`src/rtl/capture_sequencer.sv`:
```
// Logic-analyzer capture sequencer: arms the engine, fills a circular sample RAM.
// Optional trigger timeout is compiled in with CAPSEQ_TIMEOUT_EN.
module capture_sequencer #(
  parameter int DSIZE = 32,
  parameter int AW    = 24,
  parameter int TO_W  = 32
) (
  input  logic             clk,
  input  logic             reset,
  input  logic             start,
  input  logic             abort_req,
  input  logic [AW-1:0]    buffer_size,
  input  logic [AW-1:0]    post_count,
  input  logic [TO_W-1:0]  timeout,
  output logic             cap_arm,
  output logic             cap_abort,
  input  logic             cap_armed,
  input  logic             cap_trig,
  input  logic             cap_overrun,
  input  logic [DSIZE-1:0] s_tdata,
  input  logic             s_tvalid,
  output logic             s_tready,
  output logic             wr_en,
  output logic [AW-1:0]    wr_addr,
  output logic [DSIZE-1:0] wr_data,
  output logic             busy,
  output logic             done,
  output logic             aborted,
  output logic             overrun_err,
  output logic             timed_out,
  output logic [AW-1:0]    trig_addr
);

  typedef enum logic [2:0] {
    S_IDLE,
    S_ARM,
    S_PRE,
    S_POST,
    S_DONE,
    S_ABORT
  } state_t;

  state_t state_q, state_d;

  logic [AW-1:0]    bsize_q, bsize_d;
  logic [AW-1:0]    post_q, post_d;
  logic [AW-1:0]    post_cnt_q, post_cnt_d;
  logic [AW-1:0]    ptr_q, ptr_d;
  logic [AW-1:0]    trig_addr_q, trig_addr_d;
  logic [AW-1:0]    wr_addr_q, wr_addr_d;
  logic [DSIZE-1:0] wr_data_q, wr_data_d;
  logic             wr_en_q, wr_en_d;
  logic             s_tready_q, s_tready_d;
  logic             aborted_q, aborted_d;
  logic             ovr_q, ovr_d;
  logic             to_flag_q, to_flag_d;

  logic             beat;
  logic             do_wr;
  logic             to_hit;
  logic [AW-1:0]    ptr_inc;
  logic [AW-1:0]    post_inc;

  assign beat     = s_tvalid && s_tready_q;
  assign ptr_inc  = (ptr_q == bsize_q - AW'(1)) ? '0 : ptr_q + AW'(1);
  assign post_inc = post_cnt_q + AW'(1);

`ifdef CAPSEQ_TIMEOUT_EN
  logic [TO_W-1:0] to_cnt_q, to_cnt_d;

  // Held at zero while arming so the count starts fresh on PRE entry.
  always_comb begin
    to_cnt_d = to_cnt_q;
    if (state_q == S_ARM)
      to_cnt_d = '0;
    else if (state_q == S_PRE)
      to_cnt_d = to_cnt_q + TO_W'(1);
  end

  assign to_hit = (state_q == S_PRE) && (timeout != '0) &&
                  (to_cnt_q + TO_W'(1) == timeout);

  always_ff @(posedge clk) begin
    if (reset)
      to_cnt_q <= '0;
    else
      to_cnt_q <= to_cnt_d;
  end
`else
  logic unused_timeout;
  assign unused_timeout = ^timeout;
  assign to_hit = 1'b0;
`endif

  always_comb begin
    state_d     = state_q;
    bsize_d     = bsize_q;
    post_d      = post_q;
    post_cnt_d  = post_cnt_q;
    ptr_d       = ptr_q;
    trig_addr_d = trig_addr_q;
    aborted_d   = aborted_q;
    ovr_d       = ovr_q;
    to_flag_d   = to_flag_q;
    do_wr       = 1'b0;

    unique case (state_q)
      S_IDLE, S_DONE: begin
        if (start && !abort_req) begin
          state_d    = S_ARM;
          bsize_d    = buffer_size;
          post_d     = post_count;
          post_cnt_d = '0;
          ptr_d      = '0;
          aborted_d  = 1'b0;
          ovr_d      = 1'b0;
          to_flag_d  = 1'b0;
        end
      end
      S_ARM: begin
        if (abort_req) begin
          state_d   = S_ABORT;
          aborted_d = 1'b1;
        end else if (cap_armed) begin
          state_d = S_PRE;
        end
      end
      S_PRE: begin
        if (abort_req) begin
          state_d   = S_ABORT;
          aborted_d = 1'b1;
        end else if (cap_trig) begin
          trig_addr_d = ptr_q;
          post_cnt_d  = '0;
          if (post_q == '0) begin
            state_d = S_DONE;
          end else begin
            state_d = S_POST;
            // Trigger-cycle beat is the first post-trigger sample.
            if (beat) begin
              do_wr      = 1'b1;
              ptr_d      = ptr_inc;
              post_cnt_d = AW'(1);
              if (post_q == AW'(1))
                state_d = S_DONE;
            end
          end
        end else if (to_hit) begin
          state_d   = S_ABORT;
          aborted_d = 1'b1;
          to_flag_d = 1'b1;
        end else if (beat) begin
          do_wr = 1'b1;
          ptr_d = ptr_inc;
        end
      end
      S_POST: begin
        if (abort_req) begin
          state_d   = S_ABORT;
          aborted_d = 1'b1;
        end else if (beat) begin
          do_wr      = 1'b1;
          ptr_d      = ptr_inc;
          post_cnt_d = post_inc;
          if (post_inc == post_q)
            state_d = S_DONE;
        end
      end
      S_ABORT: begin
        state_d = S_IDLE;
      end
      default: begin
        state_d = S_IDLE;
      end
    endcase

    if ((state_q == S_PRE || state_q == S_POST) && cap_overrun)
      ovr_d = 1'b1;
  end

  // Between writes the address port shows the next slot to be written.
  assign wr_en_d    = do_wr;
  assign wr_addr_d  = do_wr ? ptr_q : ptr_d;
  assign wr_data_d  = do_wr ? s_tdata : wr_data_q;
  assign s_tready_d = (state_d != S_ARM);

  always_ff @(posedge clk) begin
    if (reset) begin
      state_q     <= S_IDLE;
      bsize_q     <= '0;
      post_q      <= '0;
      post_cnt_q  <= '0;
      ptr_q       <= '0;
      trig_addr_q <= '0;
      wr_addr_q   <= '0;
      wr_data_q   <= '0;
      wr_en_q     <= 1'b0;
      s_tready_q  <= 1'b0;
      aborted_q   <= 1'b0;
      ovr_q       <= 1'b0;
      to_flag_q   <= 1'b0;
    end else begin
      state_q     <= state_d;
      bsize_q     <= bsize_d;
      post_q      <= post_d;
      post_cnt_q  <= post_cnt_d;
      ptr_q       <= ptr_d;
      trig_addr_q <= trig_addr_d;
      wr_addr_q   <= wr_addr_d;
      wr_data_q   <= wr_data_d;
      wr_en_q     <= wr_en_d;
      s_tready_q  <= s_tready_d;
      aborted_q   <= aborted_d;
      ovr_q       <= ovr_d;
      to_flag_q   <= to_flag_d;
    end
  end

  assign cap_arm     = (state_q == S_ARM);
  assign cap_abort   = (state_q == S_ABORT);
  assign busy        = (state_q == S_ARM) || (state_q == S_PRE) ||
                       (state_q == S_POST) || (state_q == S_ABORT);
  assign done        = (state_q == S_DONE);
  assign s_tready    = s_tready_q;
  assign wr_en       = wr_en_q;
  assign wr_addr     = wr_addr_q;
  assign wr_data     = wr_data_q;
  assign aborted     = aborted_q;
  assign overrun_err = ovr_q;
  assign timed_out   = to_flag_q;
  assign trig_addr   = trig_addr_q;

endmodule

```
`config.mk`:
```
export PLATFORM = sky130hd
export DESIGN_NAME = capture_sequencer
export DESIGN_NICKNAME = d
export VERILOG_FILES = /design/src/rtl/capture_sequencer.sv
export SDC_FILE = /design/constraint.sdc
export NUM_CORES = 1
export LEC_CHECK = 0
export BUFFER_PORTS_ARGS = -buffer_cell sky130_fd_sc_hd__buf_2
export CAP_MARGIN = 20
export CELL_PAD_IN_SITES_DETAIL_PLACEMENT = 2
export CELL_PAD_IN_SITES_GLOBAL_PLACEMENT = 2
export CORE_MARGIN = 5
export CORE_UTILIZATION = 31
export CTS_BUF_LIST = sky130_fd_sc_hd__clkbuf_8
export CTS_CLUSTER_DIAMETER = 120
export DETAILED_ROUTE_END_ITERATION = 16
export HOLD_SLACK_MARGIN = 0.02
export PLACE_DENSITY_LB_ADDON = 0.1
export SLEW_MARGIN = 10
export SYNTH_ARGS = -nofsm -noshare
export SYNTH_HDL_FRONTEND = slang
export SYNTH_SLANG_ARGS = --single-unit
```
`constraint.sdc`:
```
create_clock -name clk -period 3.16 [get_ports clk]
set_input_delay 0.474 -clock clk [delete_from_list [all_inputs] [get_ports clk]]
set_output_delay 0.474 -clock clk [all_outputs]
set_load 0.005 [all_outputs]
```
# --- After elaboration in Yosys (flattened, before gate mapping) ---
# Index checks and enable logic that the tools add are counted.
word_totals:
  out_inout_bits: 89
  register_bits: 183
op_classes:
  reduce_logical: 21
  n_mux: 40
  bitwise_logic: 1
  addsub: 3
  n_eq_ne: 15
op_table:
  columns: ["operator", "n"]
  rows:
  - ["$mux 24", 13]
  - ["$pmux 24 s3", 2]
  - ["$add 24x1->24 const B", 2]
  - ["$eq 24x24->1", 2]
  - ["$mux 3", 11]
  - ["$eq 24x1->1 const B", 1]
  - ["$logic_not 24->1", 1]
  - ["$sub 24x1->24 const B", 1]
  - ["$pmux 3 s4", 1]
  - ["$mux 1", 11]
  - ["$ne 2x2->1 const B", 5]
  - ["$eq 3x2->1 const B", 2]
  - ["$eq 3x3->1 const B", 2]
  - ["$reduce_and 3->1", 2]
  - ["$reduce_and 6->1", 1]
  - ["$reduce_bool 2->1", 3]
  - ["$logic_or 1x1->1", 4]
  - ["$pmux 1 s2", 2]
  - ["$reduce_and 2->1", 2]
  - ["$eq 3x1->1 const B", 1]
  - ["$logic_and 1x1->1", 3]
  - ["$logic_not 3->1", 1]
  - ["$ne 3x1->1 const B", 1]
  - ["$reduce_bool 3->1", 1]
  - ["5 further kinds", 5]

# --- Depth between registers and ports, before layout ---
depth:
  depth_word: 9
  depth_mapped: 13
  depth_no_buf: 10

# --- Worst setup path after synthesis ---
# OpenSTA, ideal clock, no wires.
synth_path:
  path_type: "flip-flop to flip-flop"
  start: "register bsize_q[0]"
  end: "register ptr_q[18]"
  t_required_ps: 3043
  t_arrival_ps: 2676
  stages_incl_launch_ff: 13
  period_less_slack_ps: 2793
  setup_ps: 117
  path_slack_ps: 367
  path_buffers: 2
  cell_sequence: "dfxtp_1 -> inv_1 -> ha_1 -> or3b_2 -> buf_2 -> nor3_1 -> or4b_2 -> a211oi_2 -> and4_4 -> a21oi_4 -> buf_6 -> a21o_1 -> a22o_1"
synth_via:
  elab_chain_len: 8
  word_cells_on_any_way: 9
synth_lines:
  columns: ["item", "line_no", "rtl"]
  rows:
  - ["from (decl)", "45", "logic [AW-1:0] bsize_q, bsize_d;"]
  - ["from (signal assigned)", "204", "bsize_q <= bsize_d;"]
  - ["$sub 24x1->24 *", "65", "assign ptr_inc = (ptr_q == bsize_q - AW'(1)) ? '0 : ptr_q + AW'(1);"]
  - ["$eq 24x24->1 *", "65", null]
  - ["$mux 24 *", "65", null]
  - ["$mux 24 *", "140, 152, 161", null]
  - ["$mux 24", "135", "if (post_q == '0) begin"]
  - ["$mux 24", "132", "end else if (cap_trig) begin"]
  - ["$mux 24", "129", "if (abort_req) begin"]
  - ["$pmux 24 s3 *", "107", "unique case (state_q)"]
  - ["to (signal assigned)", "207", "ptr_q <= ptr_d;"]
  - ["to (decl)", "48", "logic [AW-1:0] ptr_q, ptr_d;"]
# Mark *: on every way between the ends. The rest lies on a longest branch, timed or not.
# A chain may end at the register's enable or synchronous reset.

# --- Worst setup path after layout ---
layout_path:
  start: "register bsize_q[1]"
  end: "register ptr_q[8]"
# The elaborated chain is that of the path after synthesis.

==> impl_metrics.json <==
{
  "gp_congestion": 0.819,
  "ant_nets": 0,
  "period_share_pct": 96.7,
  "worstHoldPathCells": 3,
  "cts_tree": "built",
  "ys.flop_type": "dfxtp_1",
  "track_usage_pct": 20.0,
  "internal_power_w": 0.00320,
  "r2r-end": "ptr_q[8]$_SDFF_PP0_",
  "r2r_cells": 11,
  "grt_antenna_before_repair": 0,
  "power.density_cell_area_nw_per_um2": 436,
  "nNetsFinal": 1456,
  "fill_cells": 3392,
  "numCtsBuffers": 17,
  "ys_types": 70,
  "clock-sinks": 183,
  "die_area_um2": 32000,
  "critPathRequiredTime_ns": 3.54,
  "grt_pass1_wl_um": 50900,
  "r2r_slack_ns": 0.11,
  "crit_start": "bsize_q[1]$_SDFFE_PP0P_",
  "postSynthCellCount": 1167,
  "final_common_cell": "nand2_1",
  "leakage_nw": 4.36,
  "avgRoutedWirePerCell_um": 18.6,
  "ys_warn_count": 0,
  "p_sw_w": 0.00147,
  "synth_async_sr_flop_share_pct": 0,
  "crit_path_end_kind": "register",
  "die_x_um": 179,
  "worstSetupPathType": "reg2reg",
  "final_util_pct": 38.3,
  "grt_pass1_vias": 9475,
  "cts_root_buf": "clkbuf_8",
  "hold_violations": 0,
  "ys_seq_area_share_pct": 41.4,
  "area_growth_pct": 21.1,
  "pwr-share-comb_pct": 12.2,
  "final_cell_mix": "264 x nand2_1, 183 x dfxtp_1, 174 x buf_2, 157 x a21oi_1, 78 x nor2_1",
  "vias_per_cell": 5.16,
  "grt_max_degree": 51,
  "post_route_cells_drive_above_1_share_pct": 20.8,
  "whs_endpoint": "wr_data[10]$_SDFFE_PP0P_",
  "clk_pin_slew_ns": 0.13,
  "cp-start-kind": "register",
  "floorplan.initialDensity_pct": 31.6,
  "p_clk_share_pct": 36.6,
  "wl_um": 32100,
  "drtIter0Drc": 287,
  "synthesis.area_um2": 8850,
  "setup_viol": 0,
  "vias": 8890,
  "design_power_total_w": 0.00467,
  "portBuffers": 175,
  "firstDrtPassIters": 4,
  "maxSlewHeadroom_pct": 54.3,
  "rsz0062_at_grt": "no",
  "die_h_um": 179,
  "min-delay-start": "s_tdata[10]",
  "r2r-start": "bsize_q[1]$_SDFFE_PP0P_",
  "swShare_pct": 31.5,
  "drc": 0,
  "vdd_ir_drop_max_v": 0.000325,
  "hpwlAfterDp_um": 24000,
  "core-area_um2": 28000,
  "crit_fanout": 23,
  "synth_edf_count": 0,
  "avgSynthCellArea_um2": 7.58,
  "ios": 209,
  "status": "completed",
  "cts_buffer_depth": 2,
  "tightest_slew_ns": 0.680,
  "worstSkewPairLatency_ns": 0.49,
  "globalRoute.totalOverflow": 0,
  "drv_slew": 0,
  "cp.arrival_ns": 3.43,
  "clock.fmax_ghz": 0.327,
  "synth_fp_nets": 1290,
  "clock_skew_ns": 0.0282,
  "cts_setup_buffers": 0,
  "tns_ns": 0,
  "fin_crit_ns": 3.05,
  "ys_seq_elements": 183,
  "hold_path.class": "in2reg",
  "seqPwrFrac_pct": 51.3,
  "rows": 61,
  "h-tree-depth": 4,
  "max-cap-violations": 0,
  "antennaDiodeCount": 0
}
timing repair:
action / 4_1_cts / 5_1_grt
endpoints found under the setup margin: 0 / 2
hold buffers: 0 / 0
gates resized for setup: 0 / 1
power groups by stage:
stage / Sequential [W] / Clock [W] / Combinational (W)
finish: 0.00240 / 0.00171 / 0.000568
global route: 0.00240 / 0.00188 / 0.000631
CTS: 0.00240 / 0.00179 / 0.000577
detailed placement: 0.00245 / 0 / 0.000571
global placement: 0.00245 / 0 / 0.000559
floorplan: 0.00243 / 0 / 0.000365
worst max-delay path: stages, from the launching register on:
cell and delay, ns:
dfxtp_1 0.42, inv_1 0.09, ha_1 0.22, or3b_2 0.31, nor3_1 0.09, or4b_2 0.70, a211oi_2 0.27, and4_4 0.28
a21oi_4 0.08, buf_12 0.17, a21o_1 0.16, a22o_1 0.17
stage by stage:
stage	cell area (um^2)	hold slack (ns)	setup slack [ns]	cells
2_1_floorplan	8850	0.450	0.367	1167
3_3_place_gp	10300	0.439	0.262	1692
3_5_place_dp	10300	0.447	0.221	1692
4_1_cts	10700	0.174	0.0871	1724
5_1_grt	10700	0.170	0.00113	1724
6_report	10700	0.206	0.106	1724
Yosys cell counts, types with 2 or more instances:
master,number,area share [%]
a211o_1,2,0.20
a211oi_1,3,0.25
a211oi_2,2,0.28
a21o_1,9,0.76
a21oi_1,157,8.9
a22o_1,2,0.20
a22oi_1,3,0.25
a311oi_1,2,0.20
a31oi_1,15,1.1
a32oi_1,3,0.30
a41oi_1,2,0.20
and2_0,2,0.14
and2_1,24,1.7
and3_1,20,1.4
and4_1,5,0.49
buf_1,4,0.17
buf_2,5,0.28
buf_6,3,0.38
clkbuf_1,66,2.8
dfxtp_1,183,41
ha_1,3,0.42
inv_1,20,0.85
mux2i_1,5,0.57
nand2_1,264,11
nand2b_1,7,0.49
nand3_1,37,2.1
nand3b_1,5,0.42
nand4_1,14,0.99
nor2_1,78,3.3
nor2b_1,7,0.49
nor3_1,29,1.6
nor3b_1,6,0.51
nor4_1,21,1.5
nor4_2,2,0.28
o2111a_1,2,0.25
o2111ai_1,2,0.20
o211ai_1,5,0.42
o21ai_0,40,2.3
o22ai_1,2,0.14
or2_2,4,0.28
or3_1,8,0.57
or4_1,2,0.17
or4_4,2,0.25
xnor2_1,38,3.8
xor2_1,27,2.7
state kept, by name (all words and copies together), names as in the netlist:
signal       count
state_q          3
wr_data         32
wr_addr         24
post_cnt_q      24
trig_addr       24
s_tready         1
wr_en            1
bsize_q         24
post_q          24
overrun_err      1
ptr_q           24
aborted          1
how the worst max path moves through the flow:
stage / to / slack (ns) / cells past startpoint
after detailed placement: ptr_q[18]$_SDFF_PP0_ / 0.22 / 11
final: ptr_q[8]$_SDFF_PP0_ / 0.11 / 11
after CTS: wr_addr[10]$_SDFF_PP0_ / 0.09 / 10
after global routing: ptr_q[8]$_SDFF_PP0_ / 0.001 / 11
after global placement: wr_addr[10]$_SDFF_PP0_ / 0.26 / 10
after floorplan: ptr_q[18]$_SDFF_PP0_ / 0.37 / 12
per-layer routing:
metal  share of wire, %  up-vias  global-route usage (%)
met1                 42     4412                    23.7
li1                   -     4328                       -
met4               0.95        0                    3.55
met2                 53      128                    37.1
met5                  0        -                       0
met3                3.9       22                    4.64
kinds of logic after synthesis:
group | share of synthesized area, %
XOR/XNOR | 6.43
buffers and inverters | 4.62
multiplexers | 0.566
AND/OR/NAND/NOR | 29.1
AO/OA/AOI/OAI | 17.4
adder cells (fa/ha/maj) | 0.424
other | 0.0424
flip-flops | 41.4
area by class of cell:
cell class                 count  area (um^2)  area share [%]
timing repair buffer         227         1280            12.0
tap                          378          473            4.41
clock buffer                  17          234            2.18
multi-input combinational    884         4800            44.8
inverter                      20         75.1           0.701
clock inverter                15          193            1.80
sequential                   183         3660            34.2
Note: power is estimated with default switching activity, not from simulation.
